===== src/rtl/result_drain_collector.sv =====
// Result-side collector for the 4x4 systolic PE array: drains the four row
// streams into a local tile and hands it downstream one row per valid/ready beat.
module result_drain_collector #(
  parameter int DW      = 8,
  parameter int OUT_LAT = 1
) (
  input  logic            clk,
  input  logic            rstn,
  input  logic            start,
  output logic            OutputSign,
  input  logic [DW-1:0]   shift_in_0,
  input  logic [DW-1:0]   shift_in_1,
  input  logic [DW-1:0]   shift_in_2,
  input  logic [DW-1:0]   shift_in_3,
  output logic            res_valid,
  input  logic            res_ready,
  output logic [4*DW-1:0] res_data,
  output logic [1:0]      res_row,
  output logic            res_last,
  output logic            busy,
  output logic            done
);

  typedef enum logic [1:0] {IDLE, DRAIN, FLUSH, SEND} state_t;

  // Last value of the shared counter while in FLUSH.
  localparam logic [1:0] FLUSH_LAST = (OUT_LAT > 0) ? 2'(OUT_LAT - 1) : 2'd0;

  state_t        state, state_nxt;
  logic [1:0]    drain_cnt;
  logic [1:0]    cap_cnt;
  logic [1:0]    row_cnt;
  logic          cap_en;
  logic          xfer;
  logic [DW-1:0] row_in [4];
  logic [DW-1:0] tile   [4][4];

  always_comb begin
    row_in[0] = shift_in_0;
    row_in[1] = shift_in_1;
    row_in[2] = shift_in_2;
    row_in[3] = shift_in_3;
  end

  // NOTE: state and counters use non-blocking assignments so every flop
  // samples the pre-edge values of its neighbours.
  always_ff @(posedge clk or negedge rstn) begin
    if (!rstn) state <= IDLE;
    else       state <= state_nxt;
  end

  // NOTE: every output of this block gets a default first so no path through
  // the case statement leaves a signal unassigned and infers a latch.
  always_comb begin
    state_nxt  = state;
    OutputSign = 1'b0;
    res_valid  = 1'b0;
    busy       = (state != IDLE);
    unique case (state)
      IDLE:  if (start) state_nxt = DRAIN;
      DRAIN: begin
        OutputSign = 1'b1;
        if (drain_cnt == 2'd3) state_nxt = (OUT_LAT == 0) ? SEND : FLUSH;
      end
      FLUSH: if (drain_cnt == FLUSH_LAST) state_nxt = SEND;
      SEND: begin
        res_valid = 1'b1;
        if (res_ready && row_cnt == 2'd3) state_nxt = IDLE;
      end
      default: state_nxt = IDLE;
    endcase
    xfer     = res_valid && res_ready;
    res_last = res_valid && (row_cnt == 2'd3);
  end

  // One counter serves both DRAIN beats and FLUSH wait cycles; it clears on
  // every state change.
  always_ff @(posedge clk or negedge rstn) begin
    if (!rstn) begin
      drain_cnt <= 2'd0;
    end else if ((state == DRAIN || state == FLUSH) && state_nxt == state) begin
      drain_cnt <= drain_cnt + 2'd1;
    end else begin
      drain_cnt <= 2'd0;
    end
  end

  // Capture window is the OutputSign window delayed by the array's output latency.
  generate
    if (OUT_LAT == 0) begin : g_no_lat
      assign cap_en = OutputSign;
    end else begin : g_lat
      logic [OUT_LAT-1:0] os_dly;
      always_ff @(posedge clk or negedge rstn) begin
        if (!rstn) os_dly <= '0;
        else       os_dly <= (os_dly << 1) | OUT_LAT'(OutputSign);
      end
      assign cap_en = os_dly[OUT_LAT-1];
    end
  endgenerate

  // NOTE: the tile is a small register array that must read as zero after
  // reset, so it is reset like any other flop; a real RAM would not be.
  always_ff @(posedge clk or negedge rstn) begin
    if (!rstn) begin
      cap_cnt <= 2'd0;
      for (int r = 0; r < 4; r++)
        for (int c = 0; c < 4; c++)
          tile[r][c] <= '0;
    end else if (cap_en) begin
      cap_cnt <= cap_cnt + 2'd1;
      for (int k = 0; k < 4; k++)
        tile[k][~cap_cnt] <= row_in[k];  // beat j lands in column 3-j
    end
  end

  always_ff @(posedge clk or negedge rstn) begin
    if (!rstn) begin
      row_cnt <= 2'd0;
      done    <= 1'b0;
    end else begin
      done <= xfer && (row_cnt == 2'd3);
      if (xfer) row_cnt <= row_cnt + 2'd1;
    end
  end

  always_comb begin
    res_row  = row_cnt;
    res_data = '0;
    if (res_valid)
      res_data = {tile[row_cnt][3], tile[row_cnt][2], tile[row_cnt][1], tile[row_cnt][0]};
  end

endmodule


===== config.mk =====
export PLATFORM = sky130hd
export DESIGN_NAME = result_drain_collector
export DESIGN_NICKNAME = d
export VERILOG_FILES = /design/src/rtl/result_drain_collector.sv
export SDC_FILE = /design/constraint.sdc
export NUM_CORES = 1
export LEC_CHECK = 0
export BUFFER_PORTS_ARGS = -buffer_cell sky130_fd_sc_hd__buf_2
export CAP_MARGIN = 20
export CORE_MARGIN = 10
export CORE_UTILIZATION = 55
export CTS_CLUSTER_DIAMETER = 30
export DETAILED_ROUTE_END_ITERATION = 8
export PLACE_DENSITY = 0.76
export SLEW_MARGIN = 20
export SYNTH_ARGS = -nofsm -noshare
export SYNTH_HDL_FRONTEND = slang
export SYNTH_SLANG_ARGS = --single-unit

===== constraint.sdc =====
create_clock -name clk -period 1.92 [get_ports clk]
set_input_delay 0.288 -clock clk [delete_from_list [all_inputs] [get_ports clk]]
set_output_delay 0.288 -clock clk [all_outputs]
set_load 0.02 [all_outputs]

==> metrics.md, run 1 <==
| Metric | Value |
|---|---|
| Run status | complete, but fails checks |
| Failing checks | negative setup slack |
| Reg2Reg Setup Slack | 0.16 ns |
| Largest net degree at the start of global routing | 40 |
| Placeable Area | between 0.01 and 0.015 mm2 |
| Syn Std Cell Area | 0.00636 mm2 |
| Via count | 3717 |
| Clock Tree Buf Depth | 2 |
| Syn-to-layout area delta | 26.6% |
| Worst hold stages | 2 |
| Hold slack | around 0.15 ns |
| Seq/Total Area, Yosys | 54.3% |
| Worst Path Arrival | 1.94 ns |
| Die X | between 100 and 150 um |
| Gate Count Post-Synth | about 400 |
| HPWL after DPL | about 9.0 mm |
| I/O pins | 75 |
| Worst-path clk slew | 0.06 ns |
| WL/cell | 20.4 um |
| Final hold violation count | 0 |
| Antenna violations before repair | 1 |
| Gpl congestion | between 0.7 and 0.8 |
| Via density per instance | 5.62 |
| Synth top area cells | dfrtp_1 (54%), mux2_2 (23%), mux4_2 (10%), and2_1 (3.2%), ha_1 (2.4%) |
| Gr ovfl total | 0 |
| Hold_sp | shift_in_3[5] |
| CP max stage delay | ~0.52 ns |
| Max Cap Viol | 0 |
| Synth warn | 0 |
| Worst Hold Class | in -> reg |
| TritonCTS clock tree | done |
| Critical Path Start Type | register |
| Fillers | 735 |
| Clock root buffer master | clkbuf_16 |
| Die Y | 128 um |
| Setup slack after layout | -0.313 ns |
| Pre-CTS WS | 0.0649 ns |
| Final Setup Violations | 33 |
| Starting Density | between 50% and 60% |
| Slew @ Worst Pin | 0.558 ns |
| Cell Pwr Density | 1660 mW/mm2 |
| Vias in the first global route | 4270 |
| Period utilisation layout | 116% |
| Crit path time final | 2.23 ns |
| DR pass1 iterations | 4 |
| Tot GR Track Use | between 15 and 20% |
| Worst Reg2Reg Path Length in Cells | 5 |
| Yosys top cell area share | 54.3% |
| Post-Route WL | 13.5 mm |
| Die footprint | 0.0163 mm2 |
| Crit-path slowest cell | mux4_2 |
| Syn avg cell area | approximately 16 um2 |
| Fmax | 448 MHz |
| Worst-Skew Late Latency | about 0.42 ns |
| DRC | 0 |
| Mapped Nets | 453 |
| Area leader, netlist | dfrtp_1 |
| Max VDD drop | 1.09 mV |
| # nets final | 553 |
| Critical Path, Cell by Cell | buf_6 > buf_12 > mux4_2 > and2_4 > buf_6 |
| RR Endpoint | drain_cnt[0] |
| Most numerous cell on the critical path | buf_6 |
| Cell Rows | 39 |
| RSZ-0062 raised after global routing | true |
| Yosys cell types | 31 |
| Worst r2r src | state[0] |
| TritonCTS buffer count | 17 |
| Required time of the critical path | 1.63 ns |
| Max-slew violation count | 0 |
| Total leakage power | 3.52 nW |
| Crit Path Max Fanout | 6 |
| CP Capture Type | primary output |
| First-pass GRT wire length | 22.0 mm |
| Critical path class | reg -> out |
| Clock sink total | between 100 and 150 |
| Port bufs | 74 |
| ANT nets after route | 0 |
| Diodes inserted | 0 |
| Placed cells | between 600 and 700 |
| Seq cells post-synth | 138 |
| Finished Layout Cells | 661 |
| WHS Endpoint | tile[29] |
| Htree depth | 4 |
| Initial DRC Count | 236 |
| Setup Skew | 0.00517 ns |
| Share of layout cells above drive strength 1 | 64.1% |
| Slew headroom | 62.8% |
==> state kept, by name (all words and copies together), names as in the netlist <==
register   flops
tile         128
cap_cnt        2
drain_cnt      2
res_row        2
state          2
cap_en         1
done           1
==> routing by layer <==
layer  wire length [um]  vias to the layer above  track usage (%)
li1                   -                     1675                -
met1               5670                     1945             20.6
met2               6860                       76             28.5
met3                777                       19             5.71
met4                170                        2             5.83
met5                 13                        -                0
==> power by group <==
group	internal (W)	switching, W
clock network	0.00208	0.00115
logic	0.00315	0.00183
registers	0.00441	0.000779
total	0.00965	0.00376
==> critical path, delay by kind of cell (launching register included) <==
| family | cells | cell delay [ns] |
|---|---|---|
| multiplexers | 1 | 0.52 |
| flip-flops | 1 | 0.43 |
| buffers and inverters | 3 | 0.42 |
| AND/OR/NAND/NOR | 1 | 0.16 |
==> what timing repair did <==
item	in CTS	in global routing
endpoints found under the hold margin	34	0
cloned	2	1
hold buffers	1	0
pin swaps	12	5
gates resized for setup	77	41
setup endpoints to repair	33	36
buffers inserted	6	3
==> through the flow <==
step	power [W]	util (%)	TNS, ns	area (um2)
floorplan	0.00863	-	0	6360
global placement	0.00947	61.7	0	7010
detailed placement	0.00974	61.7	0	7010
CTS	0.0134	69.7	-8.90	7920
global route	0.0142	70.8	-9.88	8050
finish	0.0134	70.8	-8.23	8050
==> logic make-up (layout without fill, tap and decap cells) <==
logic type | Yosys count | after routing | share of synthesized area [%]
AND/OR/NAND/NOR | 53 | 53 | 4.78
flip-flops | 138 | 138 | 54.3
buffers and inverters | 31 | 144 | 3.03
AO/OA/AOI/OAI | 8 | 8 | 0.944
adder cells (fa/ha/maj) | 12 | 12 | 2.36
multiplexers | 161 | 161 | 34.3
XOR/XNOR | 2 | 2 | 0.275
==> synthesized netlist by cell type <==
master / n
dfrtp_1: 138
mux2_2: 129
and2_1: 33
mux4_2: 29
buf_2: 15
ha_1: 12
nand2_1: 9
inv_1: 7
clkbuf_1: 4
buf_12: 3
mux4_1: 3
a21oi_1: 2
nor3_1: 2
nor4_1: 2
a2111oi_2: 1
a21boi_0: 1
a2bb2oi_1: 1
a31oi_1: 1
and3_1: 1
buf_6: 1
clkbuf_2: 1
nand2b_1: 1
nand3_1: 1
nand3b_1: 1
nor2_1: 1
nor2b_1: 1
o21ai_0: 1
o31ai_1: 1
or2_2: 1
xnor2_1: 1
xor2_1: 1
==> worst max path at each step <==
stage	startpoint	end	slack, ns	cells past startpoint
6_report	res_row[0]	res_data[6]	-0.31	5
5_1_grt	res_row[0]	res_data[0]	-0.35	5
4_1_cts	res_row[0]	res_data[16]	-0.33	5
3_3_place_gp	res_row[0]	res_data[31]	0.09	4
2_1_floorplan	res_row[0]	res_data[0]	0.13	4
3_5_place_dp	res_row[0]	drain_cnt[0]	0.06	5
==> area by class of cell <==
type	count	area [um2]	share of cell area, %
clock buffers	26	509	6.32
multi-input cells	236	2800	34.8
flip-flops and latches	138	3460	42.9
well taps	143	179	2.22
repair buffers	105	995	12.4
inverters	7	26.3	0.326
clock inverters	6	85.1	1.06
==> placed cells by master, fill, tap and decap left out, types with 2 or more instances in the layout <==
cell type,n
clkbuf_8,5
clkbuf_1,4
nand2_1,9
buf_2,40
mux2_2,129
clkbuf_16,18
mux4_2,32
inv_1,7
buf_4,12
bufinv_16,2
dfrtp_1,136
and2_4,33
buf_12,9
a21oi_1,2
buf_6,41
dfrtp_2,2
clkinvlp_4,2
clkinv_2,2
ha_1,11
nor4_1,2
nor3_1,2
No activity file was read; power rests on OpenSTA's default activity.
==> run 2: changes to the inputs <==
--- a/config.mk
+++ b/config.mk
@@ -6,11 +6,11 @@
 export NUM_CORES = 1
 export LEC_CHECK = 0
 export BUFFER_PORTS_ARGS = -buffer_cell sky130_fd_sc_hd__buf_2
-export CAP_MARGIN = 20
 export CORE_MARGIN = 10
-export CORE_UTILIZATION = 55
+export CORE_UTILIZATION = 53
 export CTS_CLUSTER_DIAMETER = 30
 export DETAILED_ROUTE_END_ITERATION = 8
+export GPL_TIMING_DRIVEN = 0
 export PLACE_DENSITY = 0.76
 export SLEW_MARGIN = 20
 export SYNTH_ARGS = -nofsm -noshare
==> constraint.sdc (replaced) <==
create_clock -name clk -period 1.9 [get_ports clk]
set_input_delay 0.285 -clock clk [delete_from_list [all_inputs] [get_ports clk]]
set_output_delay 0.285 -clock clk [all_outputs]
set_load 0.02 [all_outputs]
==> metrics.md, run 2 (synthesized netlist as in run 1, its figures left out) <==
| Metric | Value |
|---|---|
| Most frequent cells in the layout | dfrtp_1 (135), mux2_2 (129), buf_2 (53) |
| Fin area | 0.00810 mm2 |
| Diodes inserted | 0 |
| Antenna violations before repair | 1 |
| Max-slew violation count | 0 |
| Finished Layout Cells | 669 |
| Max VDD drop | 1.10 mV |
| Total leakage power | 3.54 nW |
| I/O pins | 75 |
| Via count | 3913 |
| Fmax | 443 MHz |
| Via density per instance | 5.85 |
| Slew headroom | 60.6% |
| Commonest non-fill, non-tap cell in the layout | dfrtp_1 |
| Tot GR Track Use | 19.1% |
| Vias in the first global route | 4126 |
| Multi-input gate area | 0.00281 mm2 |
| Run status | complete, but fails checks |
| Max Cap Viol | 0 |
| Hold slack | 0.152 ns |
| Clock sink total | 138 |
| Required time of the critical path | between 1.5 and 2 ns |
| Worst Path Arrival | 1.97 ns |
| Largest Register | tile |
| Die footprint | 0.0168 mm2 |
| Syn-to-layout area delta | 27.3% |
| Slew @ Worst Pin | slightly below 0.6 ns |
| # nets final | 561 |
| Fillers | 772 |
| Critical path class | reg -> out |
| Placed cells | about 620 |
| Share of layout cells above drive strength 1 | 65.2% |
| Period utilisation layout | 119% |
| Final core utilization | 70.0% |
| Worst Reg2Reg Path Length in Cells | 6 |
| Setup Skew | 0.00660 ns |
| Placeable Area | between 0.01 and 0.015 mm2 |
| Reg2Reg Setup Slack | approximately 0.12 ns |
| Largest net degree at the start of global routing | 99 |
| Area after DPL | 0.00695 mm2 |
| DR pass1 iterations | 4 |
| Gr ovfl total | 0 |
| Final hold violation count | 0 |
| DRC | 0 |
| Failing checks | negative setup slack |
| Port bufs | 74 |
| RSZ-0062 raised after global routing | true |
| Final Setup Violations | 32 |
| TritonCTS clock tree | done |
| CP Capture Type | primary output |
| Htree depth | 4 |
| Starting Density | 55.0% |
| Cell Rows | 39 |
| Initial DRC Count | ~260 |
| Crit Path Max Fanout | 8 |
| HPWL after DPL | 10.2 mm |
| WL/cell | between 20 and 25 um |
| Total negative slack | -9.81 ns |
| Clock root buffer master | clkbuf_16 |
| Die X | 130 um |
| ANT nets after route | 0 |
| Register Area | 0.00346 mm2 |
| Worst r2r src | state[0] |
| Max FFs per register | roughly 130 |
| Setup slack after layout | -0.359 ns |
| Post-Route WL | 16.0 mm |
| Cell Pwr Density | 1740 mW/mm2 |
| Critical Path Start Type | register |
| Worst-Skew Late Latency | just over 0.4 ns |
| Worst-path clk slew | 0.06 ns |
| Worst Hold Class | in -> reg |
| Clock Tree Buf Depth | 2 |
| Die Y | ~130 um |
| Gpl congestion | around 0.78 |
| First-pass GRT wire length | 23.9 mm |
| RR Endpoint | drain_cnt[1] |
| Crit path to | res_data[13] |
| TritonCTS buffer count | 17 |
| Crit path time final | 2.26 ns |
| Critical path launch point | res_row[0] |
-- run 2: cell count changes in the layout (fill, tap and decap cells not counted), moves of 3 or more --
cell	change
buf_2	+13
buf_6	-8
buf_12	-5
clkbuf_8	-4
bufinv_16	+3
clkbuf_1	-3
clkbuf_2	+3
clkinv_4	+3
-- run 2: worst min path at each step --
stage	cells past startpoint	from	end
2_1_floorplan	0	rstn	cap_cnt[0]
3_3_place_gp	1	tile[47]	tile[47]
3_5_place_dp	1	rstn	tile[121]
4_1_cts	2	shift_in_3[3]	tile[11]
5_1_grt	2	shift_in_3[2]	tile[2]
6_report	2	shift_in_3[3]	tile[11]
-- run 2: repair_timing --
| item | in CTS | in global routing |
|---|---|---|
| endpoints found under the setup margin | 33 | 36 |
| gates cloned | 0 | 3 |
| hold buffers | 1 | 0 |
| pin swaps | 2 | 11 |
| gates resized for setup | 21 | 96 |
| endpoints found under the hold margin | 40 | 0 |
| buffers inserted | 3 | 9 |
-- run 2: cell type report --
cell class / count / area share (%)
sequential: 138 / 42.7
multi-input combinational: 236 / 34.7
timing repair buffer: 91 / 9.72
clock buffer: 19 / 5.47
clock inverter: 13 / 2.67
tap: 143 / 2.21
buffer: 22 / 2.19
inverter: 7 / 0.324
-- run 2: through the flow --
stage / power, W / setup WS, ns
2_1_floorplan: 0.00872 / 0.117
3_3_place_gp: 0.00964 / -1.25
3_5_place_dp: 0.00995 / -0.258
4_1_cts: 0.0137 / -0.409
5_1_grt: 0.0148 / -0.404
6_report: 0.0141 / -0.359
-- run 2: report_power, final --
part / internal, W / switching (W) / total, W
combinational: 0.00314 / 0.00208 / 0.00522
clock: 0.00238 / 0.00127 / 0.00365
sequential: 0.00446 / 0.000793 / 0.00525
-- run 2: metal layers --
metal,track usage (%),part of all wire [%],vias to the layer above
li1,-,-,1689
met1,24.0,42,2090
met2,31.5,50,117
met3,5.95,6.7,15
met4,5.03,1.0,2
met5,0,0.081,-
-- run 2: worst max-delay path: stages, from the launching register on --
cell,delay [ns]
dfrtp_2,0.43
buf_12,0.16
buf_4,0.13
buf_4,0.12
mux4_2,0.43
and2_4,0.16
buf_6,0.12
